**src/rtl/alu_seq_pkg.sv**
```systemverilog
// Shared definitions for the ALU command sequencer: command layout,
// opcode values, FSM encoding and the command decode helpers.
package alu_seq_pkg;

  localparam int CMD_W     = 19;
  localparam int DRV_W     = 16;
  localparam int OP_LSB    = 6;
  localparam int OP_W      = 3;
  localparam int RED_A_BIT = 12;
  localparam int RED_B_BIT = 13;
  localparam int REP_LSB   = 16;
  localparam int REP_W     = 3;

  localparam logic [2:0] OP_AND    = 3'b000;
  localparam logic [2:0] OP_XOR    = 3'b001;
  localparam logic [2:0] OP_ADD    = 3'b010;
  localparam logic [2:0] OP_MUL    = 3'b011;
  localparam logic [2:0] OP_SHIFT  = 3'b100;
  localparam logic [2:0] OP_ROTATE = 3'b101;

  // Bit order matches cmd_data[15:0], so the low half of a command casts straight in.
  typedef struct packed {
    logic       bypass_b;
    logic       bypass_a;
    logic       red_op_b;
    logic       red_op_a;
    logic       direction;
    logic       serial_in;
    logic       cin;
    logic [2:0] opcode;
    logic [2:0] b;
    logic [2:0] a;
  } drv_t;

  typedef enum logic [1:0] {
    S_IDLE   = 2'd0,
    S_DRIVE  = 2'd1,
    S_SETTLE = 2'd2,
    S_RESP   = 2'd3
  } state_t;

  // Same condition the ALU uses to toggle its led; bypass does not mask it.
  function automatic logic calc_err(input logic [2:0] opcode,
                                    input logic       red_a,
                                    input logic       red_b);
    logic bad_op;
    logic bad_red;
    bad_op  = (opcode == 3'b110) || (opcode == 3'b111);
    bad_red = (opcode != OP_AND) && (opcode != OP_XOR) && (red_a || red_b);
    return bad_op || bad_red;
  endfunction

  function automatic logic [REP_W-1:0] calc_eff_rep(input logic [2:0]       opcode,
                                                    input logic [REP_W-1:0] rep);
    if (((opcode == OP_SHIFT) || (opcode == OP_ROTATE)) && (rep != '0))
      return rep;
    return REP_W'(1);
  endfunction

endpackage

```
**src/rtl/alu_cmd_sequencer.sv**
```systemverilog
// Feeds one command at a time into the registered ALU, repeating shift/rotate
// commands, then waits out the ALU pipeline and returns the captured result.
module alu_cmd_sequencer
  import alu_seq_pkg::*;
#(
  parameter int ALU_LATENCY = 2,
  parameter int CNT_W       = 4
) (
  input  logic              clk,
  input  logic              rst,
  input  logic              cmd_valid,
  output logic              cmd_ready,
  input  logic [CMD_W-1:0]  cmd_data,
  output logic              rsp_valid,
  input  logic              rsp_ready,
  output logic [5:0]        rsp_data,
  output logic              rsp_err,
  output logic              busy,
  output logic [2:0]        alu_A,
  output logic [2:0]        alu_B,
  output logic [2:0]        alu_opcode,
  output logic              alu_cin,
  output logic              alu_serial_in,
  output logic              alu_direction,
  output logic              alu_red_op_A,
  output logic              alu_red_op_B,
  output logic              alu_bypass_A,
  output logic              alu_bypass_B,
  input  logic [5:0]        alu_out
);

  localparam logic [CNT_W-1:0] CNT_ONE    = CNT_W'(1);
  localparam logic [CNT_W-1:0] SETTLE_CNT = CNT_W'(ALU_LATENCY);

  state_t           state;
  logic [CNT_W-1:0] cnt;
  drv_t             drv;
  logic             err_q;

  logic [OP_W-1:0]  in_opcode;
  logic [REP_W-1:0] in_rep;
  logic             in_err;
  logic [REP_W-1:0] in_eff_rep;

  assign in_opcode  = cmd_data[OP_LSB +: OP_W];
  assign in_rep     = cmd_data[REP_LSB +: REP_W];
  assign in_err     = calc_err(in_opcode, cmd_data[RED_A_BIT], cmd_data[RED_B_BIT]);
  assign in_eff_rep = calc_eff_rep(in_opcode, in_rep);

  // Both are pure decodes of the state register, so neither handshake input
  // can reach them combinationally.
  assign cmd_ready = (state == S_IDLE);
  assign busy      = (state != S_IDLE);

  assign alu_A         = drv.a;
  assign alu_B         = drv.b;
  assign alu_opcode    = drv.opcode;
  assign alu_cin       = drv.cin;
  assign alu_serial_in = drv.serial_in;
  assign alu_direction = drv.direction;
  assign alu_red_op_A  = drv.red_op_a;
  assign alu_red_op_B  = drv.red_op_b;
  assign alu_bypass_A  = drv.bypass_a;
  assign alu_bypass_B  = drv.bypass_b;

  always_ff @(posedge clk or negedge rst) begin
    if (!rst) begin
      state     <= S_IDLE;
      cnt       <= '0;
      drv       <= '0;
      err_q     <= 1'b0;
      rsp_valid <= 1'b0;
      rsp_data  <= '0;
      rsp_err   <= 1'b0;
    end else begin
      case (state)
        S_IDLE: begin
          if (cmd_valid) begin
            drv   <= drv_t'(cmd_data[DRV_W-1:0]);
            err_q <= in_err;
            cnt   <= CNT_W'(in_eff_rep);
            state <= S_DRIVE;
          end
        end
        // Command stays on the pins for exactly eff_rep ALU input edges.
        S_DRIVE: begin
          if (cnt == CNT_ONE) begin
            drv   <= '0;
            cnt   <= SETTLE_CNT;
            state <= S_SETTLE;
          end else begin
            cnt <= cnt - CNT_ONE;
          end
        end
        // Zero drives flush the ALU so the next command starts from a clean out.
        S_SETTLE: begin
          if (cnt == CNT_ONE) begin
            rsp_data  <= alu_out;
            rsp_err   <= err_q;
            rsp_valid <= 1'b1;
            state     <= S_RESP;
          end else begin
            cnt <= cnt - CNT_ONE;
          end
        end
        S_RESP: begin
          if (rsp_ready) begin
            rsp_valid <= 1'b0;
            state     <= S_IDLE;
          end
        end
        default: state <= S_IDLE;
      endcase
    end
  end

endmodule
```
**config.mk**
```make
export PLATFORM = sky130hd
export DESIGN_NAME = alu_cmd_sequencer
export DESIGN_NICKNAME = d
export VERILOG_FILES = /design/src/rtl/alu_seq_pkg.sv /design/src/rtl/alu_cmd_sequencer.sv
export SDC_FILE = /design/constraint.sdc
export NUM_CORES = 1
export LEC_CHECK = 0
export CORE_UTILIZATION = 30
export DETAILED_ROUTE_END_ITERATION = 16
export PLACE_DENSITY_LB_ADDON = 0.2
export REMOVE_ABC_BUFFERS = 1
export SYNTH_ARGS = -nofsm -noshare
export SYNTH_HDL_FRONTEND = slang
export SYNTH_SLANG_ARGS = --single-unit
```
**constraint.sdc**
```tcl
create_clock -name clk -period 2.25 [get_ports clk]
set_clock_uncertainty 0.05 [all_clocks]
set_input_delay 0.225 -clock clk [delete_from_list [all_inputs] [get_ports clk]]
set_output_delay 0.225 -clock clk [all_outputs]
set_load 0.02 [all_outputs]
```
==> results_dict.tcl, run 1 <==
set metrics [dict create \
    synth.area.mux_share_pct 5.746 \
    placed_cells_incl_taps 272 \
    synth_simple_gate_area_share_pct 22.35 \
    timing.critical_path.required_ps 1980 \
    cts.reportedPaths.clkPinSlew_ps 60 \
    synthesis.area_sq_um 1568 \
    share_of_synthesized_flip_flops_with_an_asynchronous_set_or_reset_pct 100.0 \
    clock_path_buffers 2 \
    layout-drive-gt1-share_pct 11.27 \
    setup_viol 0 \
    placement_rows 25 \
    r2r_cells 6 \
    max-slew-margin-rel_pct 70.70 \
    cts_root_buf "sky130_fd_sc_hd__clkbuf_8" \
    drv_slew 0 \
    synthDistinctLibCells 31 \
    tritoncts_clock_tree "built" \
    synth_top_family_by_area "simple AND/OR/NAND/NOR gates" \
    drt_via_density 4.568 \
    clk-insertion-delay-late_ps 280 \
    place_area_sq_um 2180 \
    pre_cts_slack_ps 112.3 \
    ioPinCount 55 \
    die_height_microns 74.29 \
    finalWorstPathRequiredPeriod_ps 2071 \
    num_vias 1279 \
    globalRouteTotalUtil_pct 13.98 \
    cp-start-kind "register" \
    synthAdderAreaFrac_pct 5.587 \
    fin_tns_setup_ps 0 \
    finalHoldWorstSlack_ps 288.4 \
    fmax_mhz 482.9 \
    final_hold_viol_count 0 \
    layoutNonFillerInstCount 280 \
    timing.hold.worst.class "in -> async" \
    fin_nets 248 \
    routabilityCongestion 0.8376 \
    postCtsSetupBuffers 0 \
    reg2reg_setup_slack_ps 250 \
    leakagePower_nw 1.032 \
    core_area_sq_um 4880 \
    mostFrequentLayoutCells "sky130_fd_sc_hd__clkdlybuf4s50_1, sky130_fd_sc_hd__nand2_1, sky130_fd_sc_hd__dfrtp_1" \
    hpwlAfterDp_microns 2512 \
    area_growth_syn_to_layout_pct 45.49 \
    grt_antenna_before_repair 0 \
    synth-edff-count 0 \
    htree_levels 2 \
    postRouteAntennaNets 0 \
    final_common_cell "sky130_fd_sc_hd__clkdlybuf4s50_1" \
    drc 0 \
    detailedRoute.firstPassIterationCount 4 \
    critical_path.reg2reg.startpoint "state[0]" \
    vdd_ir_drop_max_v 0.0006010 \
    grt_setup_unrepaired "no" \
    grt_max_degree 32 \
    crit_path_max_fanout 7 \
    worstReg2RegEnd "state[1]" \
    num_antenna_cells 0 \
    seq_area_frac_synth_pct 49.48 \
    synth-seq-cells 31 \
    fin_ws_ps 179.1 \
    maxCapViolCount 0 \
    post_synthesis_compound_gate_area_fraction_pct 11.25 \
    portBuffers 54 \
    arrival_ps 1800 \
    floorplan.die.width_microns 74.29 \
    syn_avg_cell_area_sq_um 10.25 \
    fin_util_pct 46.74 \
    drtIter0Drc 59 \
    critPathKind "reg -> out" \
    timing_worst_slew_pin_value_ps 438.6 \
    initial_utilization_pct 32.13 \
    wl_per_cell_microns 12.44 \
    synthXorXnorAreaFrac_pct 0 \
    fp.dieArea_sq_um 5519 \
    post-route-period-util_pct 92.04 \
    timing.critical_path.to_type "primary output" \
    power.density_nw_per_um2 1548 \
    yosysWarnings 0 \
    wl_microns 3483 \
    via_count_of_the_first_global_routing_pass 1229 \
    design_area_sq_um 2281 \
    number_of_standard_cells_after_synthesis 153 \
    grt_first_pass_wirelength_microns 5837 \
    outcome "finished clean" \
    grt-ovfl-total 0 \
    numCtsBuffers 5 \
    clkSinkCount 31 \
    ys.flop_type "sky130_fd_sc_hd__dfrtp_1" \
    p_total_mw 3.531 \
]
how the worst max path moves through the flow:
stage	start	endpoint	slack, ps
2_1_floorplan	state[0]	state[1]	340
3_3_place_gp	state[0]	alu_direction	160
3_5_place_dp	state[0]	alu_opcode[0]	110
4_1_cts	state[0]	alu_opcode[0]	110
5_1_grt	state[0]	cmd_ready	100
6_report	state[0]	cmd_ready	180
synth_stat cells (2+ instances only):
cell | instances | area [sq um]
sky130_fd_sc_hd__a21oi_1 | 4 | 20.02
sky130_fd_sc_hd__a32oi_1 | 3 | 26.28
sky130_fd_sc_hd__buf_6 | 3 | 33.78
sky130_fd_sc_hd__clkbuf_1 | 3 | 11.26
sky130_fd_sc_hd__dfrtp_1 | 31 | 775.7
sky130_fd_sc_hd__ha_1 | 7 | 87.58
sky130_fd_sc_hd__inv_1 | 10 | 37.54
sky130_fd_sc_hd__mux2_2 | 8 | 90.09
sky130_fd_sc_hd__nand2_1 | 35 | 131.4
sky130_fd_sc_hd__nand3b_1 | 17 | 127.6
sky130_fd_sc_hd__nor2_1 | 6 | 22.52
sky130_fd_sc_hd__nor3_1 | 3 | 15.01
sky130_fd_sc_hd__o21ai_0 | 4 | 20.02
sky130_fd_sc_hd__o2bb2ai_1 | 2 | 17.52
logic make-up after synthesis:
family / count (synthesis)
AOI/OAI and AO/OA: 23
buffers and inverters: 17
adders and majority gates: 7
and+or+nand+nor: 67
muxes: 8
DFF: 31
per-layer routing:
layer / global-route usage, % / share of wire [%]
met1: 17.57 / 47
met2: 23.13 / 45
met3: 3.794 / 6.2
met4: 5.031 / 1.5
met5: 0 / 0
final cells by class:
type / count / area (sq um)
clock buffer: 8 / 100.1
fill: 479 / 2599
inverter: 10 / 37.54
multi-input combinational: 105 / 705.7
sequential: 31 / 775.7
tap: 67 / 83.83
timing repair buffer: 59 / 578.1
what timing repair did:
action                                  CTS  global route
endpoints found under the hold margin     0             0
gates resized for setup                   0             1
hold buffers                              0             0
endpoints found under the setup margin    0            14
worst max-delay path, stage by stage (launching register included):
cell                              delay (ps)
sky130_fd_sc_hd__dfrtp_1                 400
sky130_fd_sc_hd__inv_1                   130
sky130_fd_sc_hd__ha_1                    330
sky130_fd_sc_hd__clkdlybuf4s50_1         660
sequential cells by signal, summed over array words and instances (netlist names):
signal         cells
alu_A              3
alu_B              3
alu_bypass_A       1
alu_bypass_B       1
alu_cin            1
alu_direction      1
alu_opcode         3
alu_red_op_A       1
alu_red_op_B       1
alu_serial_in      1
cnt                4
err_q              1
rsp_data           6
rsp_err            1
rsp_valid          1
state              2
where the power goes:
| part | internal, mW | leakage [nW] | switching [mW] |
|---|---|---|---|
| clock network | 0.279 | 0.0515 | 0.207 |
| logic | 0.966 | 0.601 | 1.10 |
| registers | 0.828 | 0.380 | 0.147 |
| total | 2.07 | 1.03 | 1.46 |
Power figures use the tool's default switching activity.
==> run 2: changes to the inputs <==
--- a/config.mk
+++ b/config.mk
@@ -8,6 +8,7 @@
 export CORE_UTILIZATION = 30
 export DETAILED_ROUTE_END_ITERATION = 16
 export PLACE_DENSITY_LB_ADDON = 0.2
+export RECOVER_POWER = 100
 export REMOVE_ABC_BUFFERS = 1
 export SYNTH_ARGS = -nofsm -noshare
 export SYNTH_HDL_FRONTEND = slang
==> run 2 against run 1 <==
Sequential power down 0.9%. Count of clock-buffer cells in the layout unchanged. First-iteration DRC count up 17%. Largest cell class unchanged.
==> results_dict.tcl, run 2 (synthesis gave the netlist of run 1 again) <==
set metrics [dict create \
    cts_root_buf "sky130_fd_sc_hd__clkbuf_8" \
    outcome "finished clean" \
    storage_element_area_sq_um 775.7 \
    clock_path_buffers 2 \
    wl_per_cell_microns 12.43 \
    finalWorstPathRequiredPeriod_ps 2071 \
    p_total_mw 3.432 \
    clkSinkCount 31 \
    ioPinCount 55 \
    post-route-period-util_pct 92.03 \
    mostFrequentLayoutCells "sky130_fd_sc_hd__nand2_1, sky130_fd_sc_hd__dfrtp_1, sky130_fd_sc_hd__clkdlybuf4s50_1" \
    cts.reportedPaths.clkPinSlew_ps 60 \
    grt_first_pass_wirelength_microns 5837 \
    final_hold_viol_count 0 \
    fp.dieArea_sq_um 5519 \
    clk-insertion-delay-late_ps 280 \
    power.density_nw_per_um2 1509 \
    vdd_ir_drop_max_v 0.0005891 \
    via_count_of_the_first_global_routing_pass 1229 \
    globalRouteTotalUtil_pct 13.98 \
    numCtsBuffers 5 \
    grt_setup_unrepaired "no" \
    layout-drive-gt1-share_pct 10.33 \
    leakagePower_nw 1.058 \
    timing.hold.worst.class "reg -> reg" \
    timing.critical_path.required_ps 1980 \
    routabilityCongestion 0.8376 \
    drtIter0Drc 69 \
    floorplan.die.width_microns 74.29 \
    largest_register "rsp_data" \
    placement_rows 25 \
    fill_cells 480 \
    largest_reg_flops 6 \
    drc 0 \
    drt_via_density 4.575 \
    drv_slew 0 \
    core_area_sq_um 4880 \
    grt-ovfl-total 0 \
    registers_with_the_highest_flip_flop_counts "rsp_data: 6 flops, cnt: 4 flops" \
    wl_microns 3481 \
    hpwlAfterDp_microns 2512 \
    detailedRoute.firstPassIterationCount 4 \
    grt_max_degree 32 \
    num_antenna_cells 0 \
    tritoncts_clock_tree "built" \
    portBuffers 54 \
    timing_worst_slew_pin_value_ps 778.6 \
    grt_antenna_before_repair 0 \
    arrival_ps 1800 \
    die_height_microns 74.29 \
    crit_path_max_fanout 7 \
    final_common_cell "sky130_fd_sc_hd__nand2_1" \
    fin_tns_setup_ps 0 \
    fin_nets 248 \
    postCtsSetupBuffers 0 \
    num_vias 1281 \
    cts_hold_buffers 0 \
    initial_utilization_pct 32.13 \
    max-slew-margin-rel_pct 48.09 \
    critPathKind "reg -> out" \
    area_growth_syn_to_layout_pct 45.09 \
    cp-start-kind "register" \
    multi_input_area_sq_um 705.7 \
    timing.critical_path.to_type "primary output" \
    maxCapViolCount 0 \
    setup_viol 0 \
    post_cts_resize_count 0 \
    postRouteAntennaNets 0 \
    htree_levels 2 \
    fmax_mhz 482.9 \
]
==> run 2: worst paths after layout <==
check / start / endpoint / slack [ps] / depth (start not counted)
min reg2reg: alu_direction / alu_direction / 410 / 2
max in group asynchronous: rst / alu_opcode[1] / 1150 / 2
min: alu_direction / alu_direction / 410 / 2
min in group asynchronous: rst / rsp_data[0] / 500 / 2
max: state[0] / cmd_ready / 180 / 3
max reg2reg: state[0] / state[1] / 250 / 6
==> run 2: worst max-delay path, cell delays in order (launching register included) <==
cell	delay [ps]
sky130_fd_sc_hd__dfrtp_1	400
sky130_fd_sc_hd__inv_1	130
sky130_fd_sc_hd__ha_1	330
sky130_fd_sc_hd__clkdlybuf4s50_1	660
==> run 2: area by class of cell <==
| class | instances | share of cell area, % |
|---|---|---|
| repair buffers | 59 | 25.14 |
| clock buffers | 8 | 4.400 |
| inverters | 10 | 1.650 |
| well taps | 67 | 3.685 |
| multi-input cells | 105 | 31.02 |
| flip-flops and latches | 31 | 34.10 |
==> run 2: metal layers <==
layer  track usage (%)  share of wire [%]
met1             17.57                 47
met5                 0                  0
met2             23.13                 45
met4             5.031                1.5
met3             3.794                6.5
==> run 2: through the flow <==
| step | instances | area [sq um] | hold slack, ps | setup slack [ps] | utilization (%) |
|---|---|---|---|---|---|
| floorplan | 146 | 1518 | -120.6 | 338.2 | - |
| global placement | 272 | 2180 | 399.2 | 161.1 | 44.67 |
| detailed placement | 272 | 2180 | 405.2 | 112.3 | 44.67 |
| CTS | 280 | 2280 | 308.2 | 114.5 | 46.72 |
| global route | 280 | 2275 | 437.0 | 96.09 | 46.62 |
| finish | 280 | 2275 | 409.3 | 179.3 | 46.62 |
==> run 2: report_power, final <==
| group | switching (mW) | leakage, nW | internal, mW |
|---|---|---|---|
| clock | 0.207 | 0.0515 | 0.279 |
| combinational | 1.10 | 0.627 | 0.880 |
| sequential | 0.139 | 0.380 | 0.828 |
| total | 1.45 | 1.06 | 1.99 |
